==> src/rtl/load_unit_ctrl_if.sv <==
// Pipeline load request, write-back and data-memory handshake signals for the
// load unit. slave is the controller's view; master is the surrounding system.
interface load_unit_ctrl_if #(
  parameter int XLEN = 32
);
  logic            ld_valid;
  logic            ld_ready;
  logic [2:0]      ld_funct3;
  logic [XLEN-1:0] ld_addr;
  logic            dmem_req;
  logic [XLEN-1:0] dmem_addr;
  logic            dmem_gnt;
  logic            dmem_rvalid;
  logic [XLEN-1:0] dmem_rdata;
  logic            wb_valid;
  logic [XLEN-1:0] wb_data;
  logic            stall;
  logic            misalign_err;
  logic            timeout_err;

  modport slave (
    input  ld_valid, ld_funct3, ld_addr, dmem_gnt, dmem_rvalid, dmem_rdata,
    output ld_ready, dmem_req, dmem_addr, wb_valid, wb_data, stall,
           misalign_err, timeout_err
  );

  modport master (
    output ld_valid, ld_funct3, ld_addr, dmem_gnt, dmem_rvalid, dmem_rdata,
    input  ld_ready, dmem_req, dmem_addr, wb_valid, wb_data, stall,
           misalign_err, timeout_err
  );
endinterface

==> src/rtl/load_unit_ctrl.sv <==
// MEM-stage load sequencer: one outstanding load, word-aligned dmem request,
// byte/halfword extraction with sign/zero extension and a response timeout.
//
// state | meaning
// IDLE  | ready for a load; legality checked on ld_valid
// REQ   | dmem_req held until dmem_gnt (gnt+rvalid together completes)
// WAIT  | granted, waiting for dmem_rvalid
module load_unit_ctrl #(
  parameter int XLEN    = 32,
  parameter int TIMEOUT = 16
) (
  input logic             clk,
  input logic             rst,
  load_unit_ctrl_if.slave bus
);

  localparam int CW = $clog2(TIMEOUT) + 1;

  localparam logic [2:0] F_LB  = 3'b000;
  localparam logic [2:0] F_LH  = 3'b001;
  localparam logic [2:0] F_LW  = 3'b010;
  localparam logic [2:0] F_LBU = 3'b100;
  localparam logic [2:0] F_LHU = 3'b101;

  typedef enum logic [1:0] {
    IDLE = 2'd0,
    REQ  = 2'd1,
    WAIT = 2'd2
  } state_t;

  state_t          state_q;
  logic [2:0]      f3_q;
  logic [1:0]      off_q;
  logic [CW-1:0]   cnt_q;
  logic            req_q;
  logic [XLEN-1:0] addr_q;
  logic            wb_valid_q;
  logic [XLEN-1:0] wb_data_q;
  logic            mis_q;
  logic            to_q;
  logic [XLEN-1:0] wb_word;
  logic            expired;

  function automatic logic is_legal(input logic [2:0] f3, input logic [1:0] a);
    case (f3)
      F_LB, F_LBU: return 1'b1;
      F_LH, F_LHU: return ~a[0];
      F_LW:        return (a == 2'b00);
      default:     return 1'b0;
    endcase
  endfunction

  function automatic logic [XLEN-1:0] extract(input logic [2:0] f3,
                                              input logic [1:0] off,
                                              input logic [XLEN-1:0] w);
    logic [7:0]  b;
    logic [15:0] h;
    case (off)
      2'd0:    b = w[7:0];
      2'd1:    b = w[15:8];
      2'd2:    b = w[23:16];
      default: b = w[31:24];
    endcase
    h = off[1] ? w[31:16] : w[15:0];
    case (f3)
      F_LB:    return {{(XLEN-8){b[7]}}, b};
      F_LBU:   return {{(XLEN-8){1'b0}}, b};
      F_LH:    return {{(XLEN-16){h[15]}}, h};
      F_LHU:   return {{(XLEN-16){1'b0}}, h};
      default: return w;
    endcase
  endfunction

  assign wb_word = extract(f3_q, off_q, bus.dmem_rdata);
  // Counter holds (cycles in REQ/WAIT - 1); this edge is the last one allowed.
  assign expired = (cnt_q == CW'(TIMEOUT - 1));

  always_ff @(posedge clk) begin
    if (rst) begin
      state_q    <= IDLE;
      f3_q       <= 3'b000;
      off_q      <= 2'b00;
      cnt_q      <= '0;
      req_q      <= 1'b0;
      addr_q     <= '0;
      wb_valid_q <= 1'b0;
      wb_data_q  <= '0;
      mis_q      <= 1'b0;
      to_q       <= 1'b0;
    end else begin
      wb_valid_q <= 1'b0;
      mis_q      <= 1'b0;
      to_q       <= 1'b0;
      case (state_q)
        IDLE: begin
          if (bus.ld_valid) begin
            if (!is_legal(bus.ld_funct3, bus.ld_addr[1:0])) begin
              mis_q <= 1'b1;
            end else begin
              f3_q    <= bus.ld_funct3;
              off_q   <= bus.ld_addr[1:0];
              addr_q  <= {bus.ld_addr[XLEN-1:2], 2'b00};
              cnt_q   <= '0;
              req_q   <= 1'b1;
              state_q <= REQ;
            end
          end
        end
        REQ: begin
          cnt_q <= cnt_q + 1'b1;
          if (bus.dmem_gnt && bus.dmem_rvalid) begin
            req_q      <= 1'b0;
            wb_valid_q <= 1'b1;
            wb_data_q  <= wb_word;
            state_q    <= IDLE;
          end else if (expired) begin
            req_q   <= 1'b0;
            to_q    <= 1'b1;
            state_q <= IDLE;
          end else if (bus.dmem_gnt) begin
            req_q   <= 1'b0;
            state_q <= WAIT;
          end
        end
        WAIT: begin
          cnt_q <= cnt_q + 1'b1;
          if (bus.dmem_rvalid) begin
            wb_valid_q <= 1'b1;
            wb_data_q  <= wb_word;
            state_q    <= IDLE;
          end else if (expired) begin
            to_q    <= 1'b1;
            state_q <= IDLE;
          end
        end
        default: state_q <= IDLE;
      endcase
    end
  end

  assign bus.ld_ready     = (state_q == IDLE);
  assign bus.stall        = (state_q != IDLE);
  assign bus.dmem_req     = req_q;
  assign bus.dmem_addr    = addr_q;
  assign bus.wb_valid     = wb_valid_q;
  assign bus.wb_data      = wb_data_q;
  assign bus.misalign_err = mis_q;
  assign bus.timeout_err  = to_q;

endmodule
==> src/flat_wrapper.sv <==
// flat-port wrapper written by rule: the top's interface ports become plain ports
module load_unit_ctrl_flat 
#(
  parameter int XLEN    = 32,
  parameter int TIMEOUT = 16
)
  (clk, rst, bus_ld_valid, bus_ld_funct3, bus_ld_addr, bus_dmem_gnt, bus_dmem_rvalid, bus_dmem_rdata, bus_ld_ready, bus_dmem_req, bus_dmem_addr, bus_wb_valid, bus_wb_data, bus_stall, bus_misalign_err, bus_timeout_err);
  load_unit_ctrl_if #(.XLEN(XLEN)) bus_i ();
  input logic clk;
  input logic rst;
  input wire logic [$bits(bus_i.ld_valid)-1:0] bus_ld_valid;
  input wire logic [$bits(bus_i.ld_funct3)-1:0] bus_ld_funct3;
  input wire logic [$bits(bus_i.ld_addr)-1:0] bus_ld_addr;
  input wire logic [$bits(bus_i.dmem_gnt)-1:0] bus_dmem_gnt;
  input wire logic [$bits(bus_i.dmem_rvalid)-1:0] bus_dmem_rvalid;
  input wire logic [$bits(bus_i.dmem_rdata)-1:0] bus_dmem_rdata;
  output wire logic [$bits(bus_i.ld_ready)-1:0] bus_ld_ready;
  output wire logic [$bits(bus_i.dmem_req)-1:0] bus_dmem_req;
  output wire logic [$bits(bus_i.dmem_addr)-1:0] bus_dmem_addr;
  output wire logic [$bits(bus_i.wb_valid)-1:0] bus_wb_valid;
  output wire logic [$bits(bus_i.wb_data)-1:0] bus_wb_data;
  output wire logic [$bits(bus_i.stall)-1:0] bus_stall;
  output wire logic [$bits(bus_i.misalign_err)-1:0] bus_misalign_err;
  output wire logic [$bits(bus_i.timeout_err)-1:0] bus_timeout_err;
  assign bus_i.ld_valid = bus_ld_valid;
  assign bus_i.ld_funct3 = bus_ld_funct3;
  assign bus_i.ld_addr = bus_ld_addr;
  assign bus_i.dmem_gnt = bus_dmem_gnt;
  assign bus_i.dmem_rvalid = bus_dmem_rvalid;
  assign bus_i.dmem_rdata = bus_dmem_rdata;
  assign bus_ld_ready = bus_i.ld_ready;
  assign bus_dmem_req = bus_i.dmem_req;
  assign bus_dmem_addr = bus_i.dmem_addr;
  assign bus_wb_valid = bus_i.wb_valid;
  assign bus_wb_data = bus_i.wb_data;
  assign bus_stall = bus_i.stall;
  assign bus_misalign_err = bus_i.misalign_err;
  assign bus_timeout_err = bus_i.timeout_err;
  load_unit_ctrl #(.XLEN(XLEN), .TIMEOUT(TIMEOUT)) u_core (.clk(clk), .rst(rst), .bus(bus_i));
endmodule
==> config.mk <==
export PLATFORM = sky130hd
export DESIGN_NAME = load_unit_ctrl_flat
export DESIGN_NICKNAME = d
export VERILOG_FILES = /design/src/rtl/load_unit_ctrl_if.sv /design/src/rtl/load_unit_ctrl.sv /design/src/flat_wrapper.sv
export SDC_FILE = /design/constraint.sdc
export NUM_CORES = 1
export LEC_CHECK = 0
export ABC_AREA = 1
export BUFFER_PORTS_ARGS = -buffer_cell sky130_fd_sc_hd__buf_2
export CAP_MARGIN = 40
export CORE_ASPECT_RATIO = 2
export CORE_MARGIN = 2
export CORE_UTILIZATION = 45
export DETAILED_ROUTE_END_ITERATION = 7
export PLACE_DENSITY = 0.83
export SYNTH_ARGS = -nofsm -noshare
export SYNTH_HDL_FRONTEND = slang
export SYNTH_SLANG_ARGS = --single-unit
==> constraint.sdc <==
create_clock -name clk -period 2.75 [get_ports clk]
set_input_delay 0.275 -clock clk [delete_from_list [all_inputs] [get_ports clk]]
set_output_delay 0.275 -clock clk [all_outputs]
set_load 0.03 [all_outputs]
Word level (Yosys, flattened, before mapping)

Index checks and enable logic that the tools add are counted.

Equal/unequal tests: 18
Muxes and demuxes: 35
Add/subtract/negate cells: 1
Reduce and logical (&&, ||, !) cells: 19
Bitwise gates (word level): 3

Operator list:

| cell                  | number |
|---|---|
| $pmux W32 S4          | 1 |
| $mux W32              | 2 |
| $pmux W32 S2          | 1 |
| $pmux W8 S3           | 1 |
| $mux W16              | 1 |
| $mux W1               | 14 |
| $mux W2               | 7 |
| $eq A3 B3 Y1 const B  | 4 |
| $mux W5               | 2 |
| $pmux W5 S2           | 1 |
| $reduce_and A3 Y1     | 3 |
| $reduce_and A4 Y1     | 2 |
| $reduce_bool A2 Y1    | 4 |
| $eq A3 B1 Y1 const B  | 2 |
| $logic_not A2 Y1      | 3 |
| $logic_not A3 Y1      | 2 |
| $pmux W1 S2           | 3 |
| $pmux W2 S3           | 1 |
| $reduce_or A2 Y1      | 3 |
| $add A5 B1 Y5 const B | 1 |
| $eq A5 B4 Y1 const B  | 1 |
| $eq A2 B1 Y1 const B  | 2 |
| $eq A2 B2 Y1 const B  | 2 |
| $ne A2 B1 Y1 const B  | 2 |
| 8 further kinds       | 11 |

Register bits after elaboration: 78
Output and inout port bits: 70

Depth between registers and ports, before layout

Depth after elaboration: 9
Depth in mapped cells: 12

Least setup slack after synthesis

No wires, ideal clock.

Kind: register to register
Start point: register u_core.state_q[0]
End point: register u_core.state_q[1]
Setup slack: 1092 ps
Arrival time: 1545 ps
Buffers on the path: 0
Period minus slack after synthesis: 1658 ps
Cell stages (with the launch flop): 9
Data required time: 2637 ps
Path through: dfxtp_1 > inv_1 > ha_1 > inv_1 > nor2_1 > nor2_1 > nand3_1 > nor2_1 > nor2_1

Cells in the longest elaborated chain, start to end: 3
Elaborated cells between the ends (all ways): 9

RTL lines:

| item                                                   | RTL line              | source |
|---|---|---|
| start, declared                                        | load_unit_ctrl.sv:31  | `state_t state_q;` |
| start signal, assigned                                 | load_unit_ctrl.sv:80  | `state_q <= IDLE;` |
| start signal, assigned                                 | load_unit_ctrl.sv:105 | `state_q <= REQ;` |
| start signal, assigned                                 | load_unit_ctrl.sv:115 | `state_q <= IDLE;` |
| $logic_not A2 Y1 (*)                                   | --                    |  |
| via bus_ld_ready                                       | flat_wrapper.sv:17    | `output wire logic [$bits(bus_i.ld_ready)-1:0] bus_ld_ready;` |
| $ne A2 B1 Y1 (no line) or $ne A2 B2 Y1 (tied branches) | --                    |  |
| $reduce_and A4 Y1 (no line)                            | --                    |  |

The timed path passes the listed nets; every way through them passes the cells marked *.
A chain may end at the register's enable or synchronous reset.

Worst setup path after layout

Start point: register u_core.state_q[1]
End point: register u_core.f3_q[1]

Cells in the longest elaborated chain, start to end: 2

RTL lines:

| item                        | RTL line              | source |
|---|---|---|
| $logic_not A2 Y1            | load_unit_ctrl.sv:94  | `case (state_q)` |
| $reduce_and A3 Y1 (no line) | --                    |  |
| end signal, assigned        | load_unit_ctrl.sv:100 | `f3_q <= bus.ld_funct3;` |
| end, declared               | load_unit_ctrl.sv:32  | `logic [2:0] f3_q;` |

No other way between the ends.

==> results.py <==
metrics = {
    "yosys": {
        "ys_types": 31,
        "synth_seq_cells": 78,
        "synth_seq_area_share_pct": 41.12,
        "netlist_area_um2": 3797,
        "synthArstFlopShare_pct": 0,
        "syn_inst": 552,
        "avgSynthCellArea_um2": 6.879,
        "synth_ff_type": "dfxtp_1",
        "ys_warn_count": 0,
        "synth_edf_count": 0,
        "yosys.area.top_type": "dfxtp_1",
        "synth.area.top_cells": "dfxtp_1 (41%), nand2_1 (12%), nor2_1 (7.9%)",
        "synth_top_area_share_pct": 41.12,
    },
    "cts": {
        "cts_resized": 0,
        "clkTransAtPathRegs_ps": 60,
        "hold_buffers": 0,
        "cts_buffers": 9,
        "cts_sinks": 78,
        "cts_root_buf": "clkbuf_16",
        "htreeDepth": 3,
        "cts_tree": "yes",
        "insertion_delay_ps": 330,
        "ctsLongestPathBuffers": 2,
        "post_cts.repair.setup_buffers": 0,
    },
    "placed_design": {
        "placedInstanceArea_um2": 4491,
        "port-buffer-count": 139,
        "place_ws_ps": 923.2,
        "dp_hpwl_um": 8087,
        "gp_congestion": 1.062,
    },
    "setup_path": {
        "crit_type": "reg -> reg",
        "start_kind": "flip-flop",
        "crit_fanout": 32,
        "required_ps": 3010,
        "path_buf_inv": 3,
        "crit_chain": "inv_1 -> ha_1 -> nand2_1 -> inv_1 -> nand2_2 -> inv_2 -> o21ai_0 -> a21oi_1",
        "cp_common_cell": "inv_1",
        "end_kind": "flip-flop",
        "rr_worst_depth": 8,
        "crit_cells": 8,
        "slowest_stage": "inv_2",
        "crit_family": "buffers and inverters",
        "critPathArrivalTime_ps": 2120,
        "cp_slowest_stage_delay_ps": 450,
    },
    "min_path": {
        "hold_class": "in -> reg",
        "hold_depth": 3,
    },
    "timing": {
        "timing.final.ws_setup_ps": 895.8,
        "fin_worst_skew_ps": 7.976,
        "maxSlewHeadroom_pct": 62.93,
        "slew_violations": 0,
        "tns_ps": 0,
        "fmax_mhz": 539.3,
        "min_period_over_period_pct": 67.42,
        "worst_pin_slew_ps": 556.0,
        "period_minus_slack_ps": 1854,
        "rsz0062_at_grt": "no",
        "hold_viol": 0,
        "finalSetupViolCount": 0,
    },
    "layout": {
        "nets": 754,
        "final_area_um2": 4766,
        "drive_above_1_share_pct": 25.55,
        "area_growth_pct": 25.50,
        "num_antenna_cells": 0,
    },
    "run": {
        "cap_violations": 0,
    },
    "die": {
        "initial_utilization_pct": 46.12,
        "die_h_um": 133.9,
        "core_um2": 8233,
        "die_x_um": 68.96,
        "die_area_um2": 9234,
        "num_rows": 47,
        "ioPinCount": 142,
    },
    "global_routing": {
        "grt_use_total_pct": 23.97,
        "antenna_found_initial": 0,
        "grt_pass1_vias": 3948,
        "grt_overflow_total": 0,
        "grt_max_degree": 59,
        "grt_first_pass_wirelength_um": 16740,
    },
    "routing": {
        "drc_errors": 0,
        "drt_iter0_drc": 353,
        "vias": 4077,
        "dr.pass1.iters": 6,
        "postRouteAntennaNets": 0,
        "wire_per_inst_um": 13.82,
        "viasPerCell": 5.234,
        "wl_um": 10770,
    },
    "power": {
        "p_comb_share_pct": 38.2,
        "p_seq_share_pct": 35.6,
        "ir_worst_vdd_uv": 473.9,
        "clockPowerShare_pct": 26.2,
        "switchingPower_uw": 1667,
        "finalPower_uw": 4169,
        "power_density_nw_per_um2": 874.8,
        "sw_frac_of_total_pct": 39.98,
        "power.internal_uw": 2502,
        "leakagePower_uw": 0.002479,
    },
    "status": {
        "status": "completed",
    },
}
==> metal layers <==
layer	track usage, %	share of wire, %	routed length, um
met5	0	0	0
met4	19.28	6.2	672
met3	5.034	6.9	747
met2	42.25	54	5783
met1	22.09	33	3565
==> registers in the layout, indices dropped and copies added, names as in the netlist <==
name,flops
u_core.bus.dmem_addr,30
u_core.bus.dmem_req,1
u_core.bus.misalign_err,1
u_core.bus.timeout_err,1
u_core.bus.wb_data,32
u_core.bus.wb_valid,1
u_core.cnt_q,5
u_core.f3_q,3
u_core.off_q,2
u_core.state_q,2
==> synthesized netlist by cell type, types with 2 or more instances <==
cell type  instances
a21o_1             7
a21oi_1           23
buf_1              3
buf_2             16
buf_4              2
buf_6              3
clkbuf_1           7
dfxtp_1           78
ha_1               5
inv_1             61
inv_2              7
nand2_1          117
nand2_2            2
nand3_1           27
nand4_1           24
nor2_1            80
nor2_2             2
nor3_1             3
o21a_1            24
o21ai_0           44
o21ai_1            7
==> placed cells by master (no fill, tap or decap), types with 7 or more instances in the layout <==
| cell | n |
|---|---|
| clkbuf_16 | 9 |
| o21a_1 | 24 |
| nor2_1 | 80 |
| o21ai_0 | 44 |
| buf_2 | 139 |
| nand4_1 | 24 |
| a21oi_1 | 23 |
| nand2_1 | 117 |
| o21ai_1 | 7 |
| dfxtp_1 | 78 |
| inv_2 | 7 |
| nand3_1 | 27 |
| a21o_1 | 7 |
| inv_1 | 61 |
==> path summary, 6_finish.rpt <==
check | from | endpoint | slack [ps]
max | u_core.state_q[1] | u_core.f3_q[1] | 900
min reg2reg | u_core.bus.dmem_req | u_core.bus.dmem_req | 440
max reg2reg | u_core.state_q[1] | u_core.f3_q[1] | 900
min | bus_ld_addr[28] | u_core.bus.dmem_addr[28] | 190
==> stage by stage <==
| step | hold slack, ps | utilization [%] | cells |
|---|---|---|---|
| 2_1_floorplan | 423.6 | - | 553 |
| 3_3_place_gp | 434.1 | 54.54 | 764 |
| 3_5_place_dp | 437.1 | 54.54 | 764 |
| 4_1_cts | 181.7 | 57.89 | 779 |
| 5_1_grt | 206.4 | 57.89 | 779 |
| 6_report | 191.9 | 57.89 | 779 |
==> cells by family (layout without fill, tap and decap cells) <==
group,count (synthesis),in the layout,share of synthesized area (%)
AOI/OAI and AO/OA,108,108,16.74
xor gates and xnor gates,1,1,0.2307
adders and majority gates,5,5,1.647
buffers and inverters,100,228,11.20
DFF,78,78,41.12
other,1,2,0.09875
and+or+nand+nor,259,259,28.96
==> worst reg2reg max path: cells and delay by family (launching register included) <==
family,cells,cell delay [ps]
fa+ha+maj,1,280
buf+inv,3,650
compound gates,2,260
flops,1,310
simple gates,2,280
==> power by group through the flow <==
stage | clock, uW | combinational [uW] | sequential, uW
finish | 1090 | 1590 | 1490
detailed placement | 0 | 1590 | 1510
global placement | 0 | 1550 | 1500
floorplan | 0 | 798 | 1900
global route | 1160 | 1750 | 1520
CTS | 1120 | 1590 | 1490
==> cell type report <==
type                       instances  area [um2]
fill                             794        3467
clock buffer                      12       256.5
multi-input combinational        375        1814
clock inverter                     3       18.77
sequential                        78        1562
inverter                          69       259.0
tap                               98       122.6
timing repair buffer             144       733.2
(Power assumes the default switching activity.)
